===== src/rtl/load_store_unit_if.sv =====
// load_store_unit_if: pipeline, alignment-stage and data-cache signals of the MEM-stage load/store unit
interface load_store_unit_if;
  logic        req_valid;
  logic        req_load;
  logic        req_store;
  logic [2:0]  funct3;
  logic [31:0] addr;
  logic [31:0] store_data;
  logic        flush;
  logic        stall;
  logic [31:0] load_data;
  logic        load_valid;
  logic        misaligned;
  logic [31:0] raw_addr;
  logic [31:0] raw_wdata;
  logic [3:0]  raw_byte_enable;
  logic [31:0] raw_rdata;
  logic        dmem_read;
  logic        dmem_write;
  logic        dmem_resp;
  modport master (
    output req_valid, req_load, req_store, funct3, addr, store_data, flush, raw_rdata, dmem_resp,
    input  stall, load_data, load_valid, misaligned, raw_addr, raw_wdata, raw_byte_enable, dmem_read, dmem_write
  );
  modport slave (
    input  req_valid, req_load, req_store, funct3, addr, store_data, flush, raw_rdata, dmem_resp,
    output stall, load_data, load_valid, misaligned, raw_addr, raw_wdata, raw_byte_enable, dmem_read, dmem_write
  );
endinterface


===== src/rtl/load_store_unit.sv =====
// load_store_unit: RV32I MEM-stage decode, alignment check, cache handshake, stall and load extension
module load_store_unit (
  input logic clk,
  input logic rst,
  load_store_unit_if.slave bus
);
  typedef enum logic [1:0] {IDLE, ACCESS, DONE} state_t;
  state_t      state_q, state_d;
  logic [31:0] addr_q, wdata_q, load_data_q, ext;
  logic [3:0]  be_q, be_dec;
  logic [2:0]  f3_q;
  logic        is_load_q, killed_q, rd_q, wr_q;
  logic        mem_op, fault, start;
  assign mem_op = bus.req_valid & (bus.req_load | bus.req_store);
  assign fault  = (bus.funct3[1:0] == 2'b01 & bus.addr[0])
                | (bus.funct3[1:0] == 2'b10 & |bus.addr[1:0])
                | (bus.funct3[1:0] == 2'b11)
                | (bus.funct3 == 3'b110)
                | (~bus.req_load & bus.funct3[2]);
  assign start  = state_q == IDLE & mem_op & ~fault & ~bus.flush;
  assign be_dec = bus.funct3[1] ? 4'b1111 : bus.funct3[0] ? 4'b0011 : 4'b0001;
  assign ext    = f3_q[1] ? bus.raw_rdata
                : f3_q[0] ? {{16{~f3_q[2] & bus.raw_rdata[15]}}, bus.raw_rdata[15:0]}
                :           {{24{~f3_q[2] & bus.raw_rdata[7]}}, bus.raw_rdata[7:0]};
  always_comb begin
    state_d = state_q;
    state_d = start ? ACCESS
            : (state_q == ACCESS & bus.dmem_resp) ? DONE
            : state_q == DONE ? IDLE
            : state_q;
  end
  always_ff @(posedge clk) begin
    if (rst) begin
      state_q     <= IDLE;
      addr_q      <= '0;
      wdata_q     <= '0;
      be_q        <= '0;
      f3_q        <= '0;
      is_load_q   <= 1'b0;
      killed_q    <= 1'b0;
      rd_q        <= 1'b0;
      wr_q        <= 1'b0;
      load_data_q <= '0;
    end else begin
      state_q <= state_d;
      if (start) begin
        addr_q    <= bus.addr;
        wdata_q   <= bus.store_data;
        be_q      <= bus.req_load ? 4'b1111 : be_dec;
        f3_q      <= bus.funct3;
        is_load_q <= bus.req_load;
        killed_q  <= 1'b0;
        rd_q      <= bus.req_load;
        wr_q      <= ~bus.req_load;
      end else if (state_q == ACCESS) begin
        if (bus.flush) killed_q <= 1'b1;
        if (bus.dmem_resp) begin
          rd_q <= 1'b0;
          wr_q <= 1'b0;
          if (is_load_q) load_data_q <= ext;
        end
      end
    end
  end
  assign bus.misaligned      = mem_op & state_q == IDLE & fault;
  assign bus.stall           = start | state_q == ACCESS;
  assign bus.load_valid      = state_q == DONE & is_load_q & ~killed_q;
  assign bus.load_data       = load_data_q;
  assign bus.raw_addr        = addr_q;
  assign bus.raw_wdata       = wdata_q;
  assign bus.raw_byte_enable = be_q;
  assign bus.dmem_read       = rd_q;
  assign bus.dmem_write      = wr_q;
endmodule

===== src/flat_wrapper.sv =====
// flat-port wrapper written by rule: the top's interface ports become plain ports
module load_store_unit_flat 
  (clk, rst, bus_req_valid, bus_req_load, bus_req_store, bus_funct3, bus_addr, bus_store_data, bus_flush, bus_raw_rdata, bus_dmem_resp, bus_stall, bus_load_data, bus_load_valid, bus_misaligned, bus_raw_addr, bus_raw_wdata, bus_raw_byte_enable, bus_dmem_read, bus_dmem_write);
  load_store_unit_if bus_i ();
  input logic clk;
  input logic rst;
  input wire logic [$bits(bus_i.req_valid)-1:0] bus_req_valid;
  input wire logic [$bits(bus_i.req_load)-1:0] bus_req_load;
  input wire logic [$bits(bus_i.req_store)-1:0] bus_req_store;
  input wire logic [$bits(bus_i.funct3)-1:0] bus_funct3;
  input wire logic [$bits(bus_i.addr)-1:0] bus_addr;
  input wire logic [$bits(bus_i.store_data)-1:0] bus_store_data;
  input wire logic [$bits(bus_i.flush)-1:0] bus_flush;
  input wire logic [$bits(bus_i.raw_rdata)-1:0] bus_raw_rdata;
  input wire logic [$bits(bus_i.dmem_resp)-1:0] bus_dmem_resp;
  output wire logic [$bits(bus_i.stall)-1:0] bus_stall;
  output wire logic [$bits(bus_i.load_data)-1:0] bus_load_data;
  output wire logic [$bits(bus_i.load_valid)-1:0] bus_load_valid;
  output wire logic [$bits(bus_i.misaligned)-1:0] bus_misaligned;
  output wire logic [$bits(bus_i.raw_addr)-1:0] bus_raw_addr;
  output wire logic [$bits(bus_i.raw_wdata)-1:0] bus_raw_wdata;
  output wire logic [$bits(bus_i.raw_byte_enable)-1:0] bus_raw_byte_enable;
  output wire logic [$bits(bus_i.dmem_read)-1:0] bus_dmem_read;
  output wire logic [$bits(bus_i.dmem_write)-1:0] bus_dmem_write;
  assign bus_i.req_valid = bus_req_valid;
  assign bus_i.req_load = bus_req_load;
  assign bus_i.req_store = bus_req_store;
  assign bus_i.funct3 = bus_funct3;
  assign bus_i.addr = bus_addr;
  assign bus_i.store_data = bus_store_data;
  assign bus_i.flush = bus_flush;
  assign bus_i.raw_rdata = bus_raw_rdata;
  assign bus_i.dmem_resp = bus_dmem_resp;
  assign bus_stall = bus_i.stall;
  assign bus_load_data = bus_i.load_data;
  assign bus_load_valid = bus_i.load_valid;
  assign bus_misaligned = bus_i.misaligned;
  assign bus_raw_addr = bus_i.raw_addr;
  assign bus_raw_wdata = bus_i.raw_wdata;
  assign bus_raw_byte_enable = bus_i.raw_byte_enable;
  assign bus_dmem_read = bus_i.dmem_read;
  assign bus_dmem_write = bus_i.dmem_write;
  load_store_unit u_core (.clk(clk), .rst(rst), .bus(bus_i));
endmodule

===== config.mk =====
export PLATFORM = sky130hd
export DESIGN_NAME = load_store_unit_flat
export DESIGN_NICKNAME = d
export VERILOG_FILES = /design/src/rtl/load_store_unit_if.sv /design/src/rtl/load_store_unit.sv /design/src/flat_wrapper.sv
export SDC_FILE = /design/constraint.sdc
export NUM_CORES = 1
export LEC_CHECK = 0
export ABC_AREA = 0
export CAP_MARGIN = 20
export CORE_MARGIN = 1.5
export CORE_UTILIZATION = 43
export CTS_CLUSTER_SIZE = 20
export DETAILED_ROUTE_END_ITERATION = 7
export PLACE_DENSITY = 0.87
export SETUP_SLACK_MARGIN = 0.2
export SYNTH_ARGS = -nofsm -noshare
export SYNTH_HDL_FRONTEND = slang
export SYNTH_SLANG_ARGS = --single-unit

===== constraint.sdc =====
create_clock -name clk -period 4 [get_ports clk]
set_input_delay 0.4 -clock clk [delete_from_list [all_inputs] [get_ports clk]]
set_output_delay 0.4 -clock clk [all_outputs]
set_load 0.01 [all_outputs]

# Yosys cells after proc, flatten, opt, wreduce, memory -nomap -nowiden
# Index checks and enable logic that the tools add are counted.
dict set report word_totals {
  ff_bits 109
  inputBits 106
  out_inout_bits 105
}
dict set report classes {
  n_eq_ne 6
  muxes 12
  bitwise_logic 25
  n_reduce_logical 10
}
# cell count
set op_table {}
lappend op_table {{$mux 32} 2}
lappend op_table {{$and 1x1->1} 13}
lappend op_table {{$mux 4} 2}
lappend op_table {{$eq 2x2->1 const B} 3}
lappend op_table {{$mux 2} 3}
lappend op_table {{$not 1->1} 6}
lappend op_table {{$or 1x1->1} 6}
lappend op_table {{$reduce_bool 2->1} 3}
lappend op_table {{$mux 1} 5}
lappend op_table {{$eq 2x1->1 const B} 2}
lappend op_table {{$reduce_and 2->1} 2}
lappend op_table {{$reduce_and 4->1} 1}
lappend op_table {{$reduce_or 2->1} 2}
lappend op_table {{$eq 3x3->1 const B} 1}
lappend op_table {{$reduce_bool 3->1} 1}
lappend op_table {{$logic_not 2->1} 1}

# Longest topological paths before layout
dict set report logic_depth {
  depth_word 11
  mapped_depth 7
  mapped_depth_nobuf 4
}

# Least setup slack after synthesis
# OpenSTA, ideal clock, no wires.
dict set report synth_path {
  path_type {input-to-output}
  start {input port bus_req_load}
  end {output port bus_misaligned}
  arrival_time_ns 1.449
  required_ns 3.600
  slack_ns 2.151
  path_stages 5
  cell_sequence {nand2b_1 > a21o_1 > buf_2 > clkbuf_1 > nor4_1}
}
dict set report synth_via {
  elab_chain_len 4
}
# item line_no
set synth_rtl {}
lappend synth_rtl {{start: declaration} flat_wrapper.sv:8} ;# input wire logic [$bits(bus_i.req_load)-1:0] bus_req_load;
lappend synth_rtl {{$or 1x1->1 or $not 1->1 (tied branches)} {load_store_unit.sv:14, load_store_unit.sv:19}}
lappend synth_rtl {{$and 1x1->1, on equally long branches} {load_store_unit.sv:14, load_store_unit.sv:19}}
lappend synth_rtl {{$and 1x1->1 or $or 1x1->1 (tied branches)} {load_store_unit.sv:65, load_store_unit.sv:19}}
lappend synth_rtl {{$and 1x1->1 *} load_store_unit.sv:65} ;# assign bus.misaligned = mem_op & state_q == IDLE & fault;
lappend synth_rtl {{end: declaration} flat_wrapper.sv:19} ;# output wire logic [$bits(bus_i.misaligned)-1:0] bus_misaligned;
# Mark *: on every way between the ends. The rest lies on a longest branch, timed or not.

# Worst setup path after layout
dict set report layout_path {
  start {input port bus_funct3[0]}
  end {output port bus_stall}
}
dict set report layout_via {
  elab_chain_len 10
}
# item line_no
set layout_rtl {}
lappend layout_rtl {{start: declaration} flat_wrapper.sv:10} ;# input wire logic [$bits(bus_i.funct3)-1:0] bus_funct3;
lappend layout_rtl {{$eq 2x1->1 or $eq 2x2->1 (tied branches)} {load_store_unit.sv:15, load_store_unit.sv:16}}
lappend layout_rtl {{$and 1x1->1, on equally long branches} {load_store_unit.sv:15, load_store_unit.sv:16}}
lappend layout_rtl {{$or 1x1->1} load_store_unit.sv:16} ;# | (bus.funct3[1:0] == 2'b10 & |bus.addr[1:0])
lappend layout_rtl {{$or 1x1->1} load_store_unit.sv:17} ;# | (bus.funct3[1:0] == 2'b11)
lappend layout_rtl {{$or 1x1->1 *} load_store_unit.sv:18} ;# | (bus.funct3 == 3'b110)
lappend layout_rtl {{$or 1x1->1 *} load_store_unit.sv:19} ;# | (~bus.req_load & bus.funct3[2]);
lappend layout_rtl {{$not 1->1 *} load_store_unit.sv:20} ;# assign start = state_q == IDLE & mem_op & ~fault & ~bus.flush;
lappend layout_rtl {{$and 1x1->1 * (2 in a row)} load_store_unit.sv:20}
lappend layout_rtl {{$or 1x1->1 *} load_store_unit.sv:66} ;# assign bus.stall = start | state_q == ACCESS;
lappend layout_rtl {{end: declaration} flat_wrapper.sv:16} ;# output wire logic [$bits(bus_i.stall)-1:0] bus_stall;
# Marks and branches as above.

==> results.toml <==
[pwr]
cellLeakagePower_uw = 0.002064
cellPowerDensity_mw_per_mm2 = 313.6
power_frac_seq = 0.543
swShare = 0.2400
p_int_uw = 1549
p_comb_frac = 0.141
clkPwrFrac = 0.316
p_sw_uw = 489.2
peakVddDrop_uv = 225.4

[timing]
setup_viol = 0
period_needed_ps = 3184
finalCritPeriodShare = 0.7959
slew_headroom = 0.2951
hold_violations = 0
finalMaxSlewViolations = 0
max_freq_mhz = 314.1
finalSetupTns_ps = 0
rsz0062_at_grt = "no"
tightest_slew_ps = 1054
clock_skew_ps = 11.03

[die]
fp-row-count = 35
coreArea_mm2 = 0.009328
pin_count = 211
dieArea_mm2 = 0.01034
fp.dieH_um = 101.7
die_x_um = 101.7
initial_core_util = 0.4490

[cells_and_area]
antenna_cells = 0
drive_gt1_frac = 0.04271
syn2layout_area_growth_pct = 55.15
final_area_mm2 = 0.006497
fin_nets = 782

[worst_hold_path]
holdPathStages = 2
worstHoldStart = "u_core.bus.load_data[7]"
hold-path-endpoint = "u_core.bus.load_data[7]"
hold_class = "reg -> reg"

[yosys]
async_reset_ff_frac = 0
ys_ff_latch = 108
synthTopCellsByCount = "108 x dfxtp_1, 82 x a21oi_1, 68 x o21ai_0"
synth.distinct_cells = 35
ys_warn_count = 0
synth_edf_count = 0
synth.most_common_cell = "dfxtp_1"
synth_area_leader_cell = "dfxtp_1"
seq_area_frac_synth = 0.5163
avgSynthCellArea_um2 = 8.342
synth_ff_type = "dfxtp_1"
synth_cells = 502
synth_top_cells_by_area = "dfxtp_1 52%, a21oi_1 9.8%, o21ai_0 8.1%"
synth_area_mm2 = 0.004188
synth_top_area_share = 0.5163
synth_fp_nets = 608

[clocking]
clk_latency_ps = 350
clk_path_buf_depth = 2
cts_buffers = 9
cts_tree = "done"
cts_resized = 0
root_buffer = "clkbuf_8"
cts_hold_buffers = 0
cts.sinks = 108
clk_pin_slew_ps = 90
post-cts-setup-buffers = 0
cts_max_level = 3

[drt]
routed_via_density = 5.411
wire_per_inst_um = 15.68
drtPass1Iterations = 5
totalWireLength_um = 12670
post-route-drc-count = 0
vias = 4372
antenna_left = 0
drtIter0Drc = 165

[worst_setup_path]
reg2reg_setup_slack_ps = 1850
critPathKind = "in -> out"
slowest_stage = "nor4_1"
cp_cell_sequence = "clkdlybuf4s50_1 -> nor4_1 -> a21o_2 -> nand2_1 -> nand2b_1 -> clkdlybuf4s50_1"
cp.arrival_ps = 2780
r2r_end = "u_core.bus.load_data[17]"
r2r-start = "u_core.f3_q[1]"
start_kind = "input pin"
cpPeakStageDelay_ps = 560
critPathTopFamily = "buffers and inverters"
timing.critical_path.mode_cell = "clkdlybuf4s50_1"
rr_worst_depth = 3
crit_fanout = 28
required_ps = 3600
cp_num_buf_inv = 2
endpoint_kind = "output pin"

[place]
dpl.hpwl_um = 8535
placedInstanceArea_mm2 = 0.006241
io_buffers = 210
gp_congestion = 0.7541

[global_route]
grt_use_total = 0.2414
grt_pass1_wl_um = 20070
antenna_found_initial = 0
grt_pass1_vias = 4193
grt_max_degree = 111
grt_overflow_total = 0

[run_status]
outcome = "finished, final reports clean"

[job]
max_cap_viol_count = 0
## sequential cells by signal (all words and copies together) (netlist names)
| name | count |
|---|---|
| u_core.bus.dmem_read | 1 |
| u_core.bus.dmem_write | 1 |
| u_core.bus.load_data | 32 |
| u_core.bus.raw_addr | 32 |
| u_core.bus.raw_byte_enable | 3 |
| u_core.bus.raw_wdata | 32 |
| u_core.f3_q | 3 |
| u_core.is_load_q | 1 |
| u_core.killed_q | 1 |
| u_core.state_q | 2 |
## final cells by class
class / instances / area [um^2]
Inverter: 1 / 3.754
Sequential cell: 108 / 2162
Clock buffer: 10 / 137.6
Multi-Input combinational cell: 339 / 1784
Tap cell: 129 / 161.4
Fill cell: 775 / 2830
Timing Repair Buffer: 217 / 2197
Clock inverter: 4 / 51.30
## worst reg2reg max path, stage by stage, from the launching register on
cell and delay [ps]:
dfxtp_1 850, nor3_1 140, nor2_1 820, a211oi_1 170
## stage by stage
step                      total power [uW]  hold WS (ps)  utilization  setup WS, ps  cells
final                                 2038         458.4       0.6966         816.2    808
after global routing                  2125         487.8       0.6966         643.4    808
after CTS                             2046         460.1       0.6893         785.3    805
after detailed placement              1409         446.6       0.6691         786.8    791
after global placement                1401         442.3       0.6691         846.9    791
after floorplan                       1242         462.1            -          2151    502
## power groups by stage
stage	Combinational [uW]	Clock, uW	Sequential (uW)
2_1_floorplan	106	0	1140
3_3_place_gp	271	0	1130
3_5_place_dp	277	0	1130
4_1_cts	279	661	1110
5_1_grt	310	706	1110
6_report	288	644	1110
## kinds of logic after synthesis
logic type,Yosys count,synth area share
flip-flops,108,0.5163
buffers and inverters,55,0.06095
AND/OR/NAND/NOR,148,0.1724
AO/OA/AOI/OAI,190,0.2480
multiplexers,1,0.002390
## per-layer routing
layer  vias to the layer above  wire [um]  GRT usage  share of wire
met5                         -          0          0              0
met4                         0        394     0.1036          0.031
met3                        29        945    0.06763          0.075
met2                       154       6251     0.4144           0.49
met1                      2057       5075     0.2817           0.40
li1                       2132          -          -              -
## placed cells by master, fill, tap and decap left out, types with 2 or more instances in the layout
cell / count
dfxtp_1: 108
nor3_1: 4
a311oi_1: 8
clkdlybuf4s50_1: 209
a211oi_1: 18
nor4_1: 2
nand2b_1: 4
buf_4: 5
o21ai_0: 68
a21oi_1: 81
buf_12: 2
nand3_1: 67
o21ai_1: 10
nor2_1: 27
clkbuf_8: 10
nand2_1: 33
## worst max path at each step
| stage | cells after the start | slack, ps | startpoint | endpoint |
|---|---|---|---|---|
| CTS | 6 | 790 | bus_funct3[0] | bus_stall |
| global placement | 6 | 850 | bus_funct3[0] | bus_stall |
| finish | 6 | 820 | bus_funct3[0] | bus_stall |
| global route | 6 | 640 | bus_funct3[0] | bus_stall |
| detailed placement | 6 | 790 | bus_funct3[0] | bus_stall |
| floorplan | 5 | 2150 | bus_req_load | bus_misaligned |
Note: power is estimated with default switching activity, not from simulation.
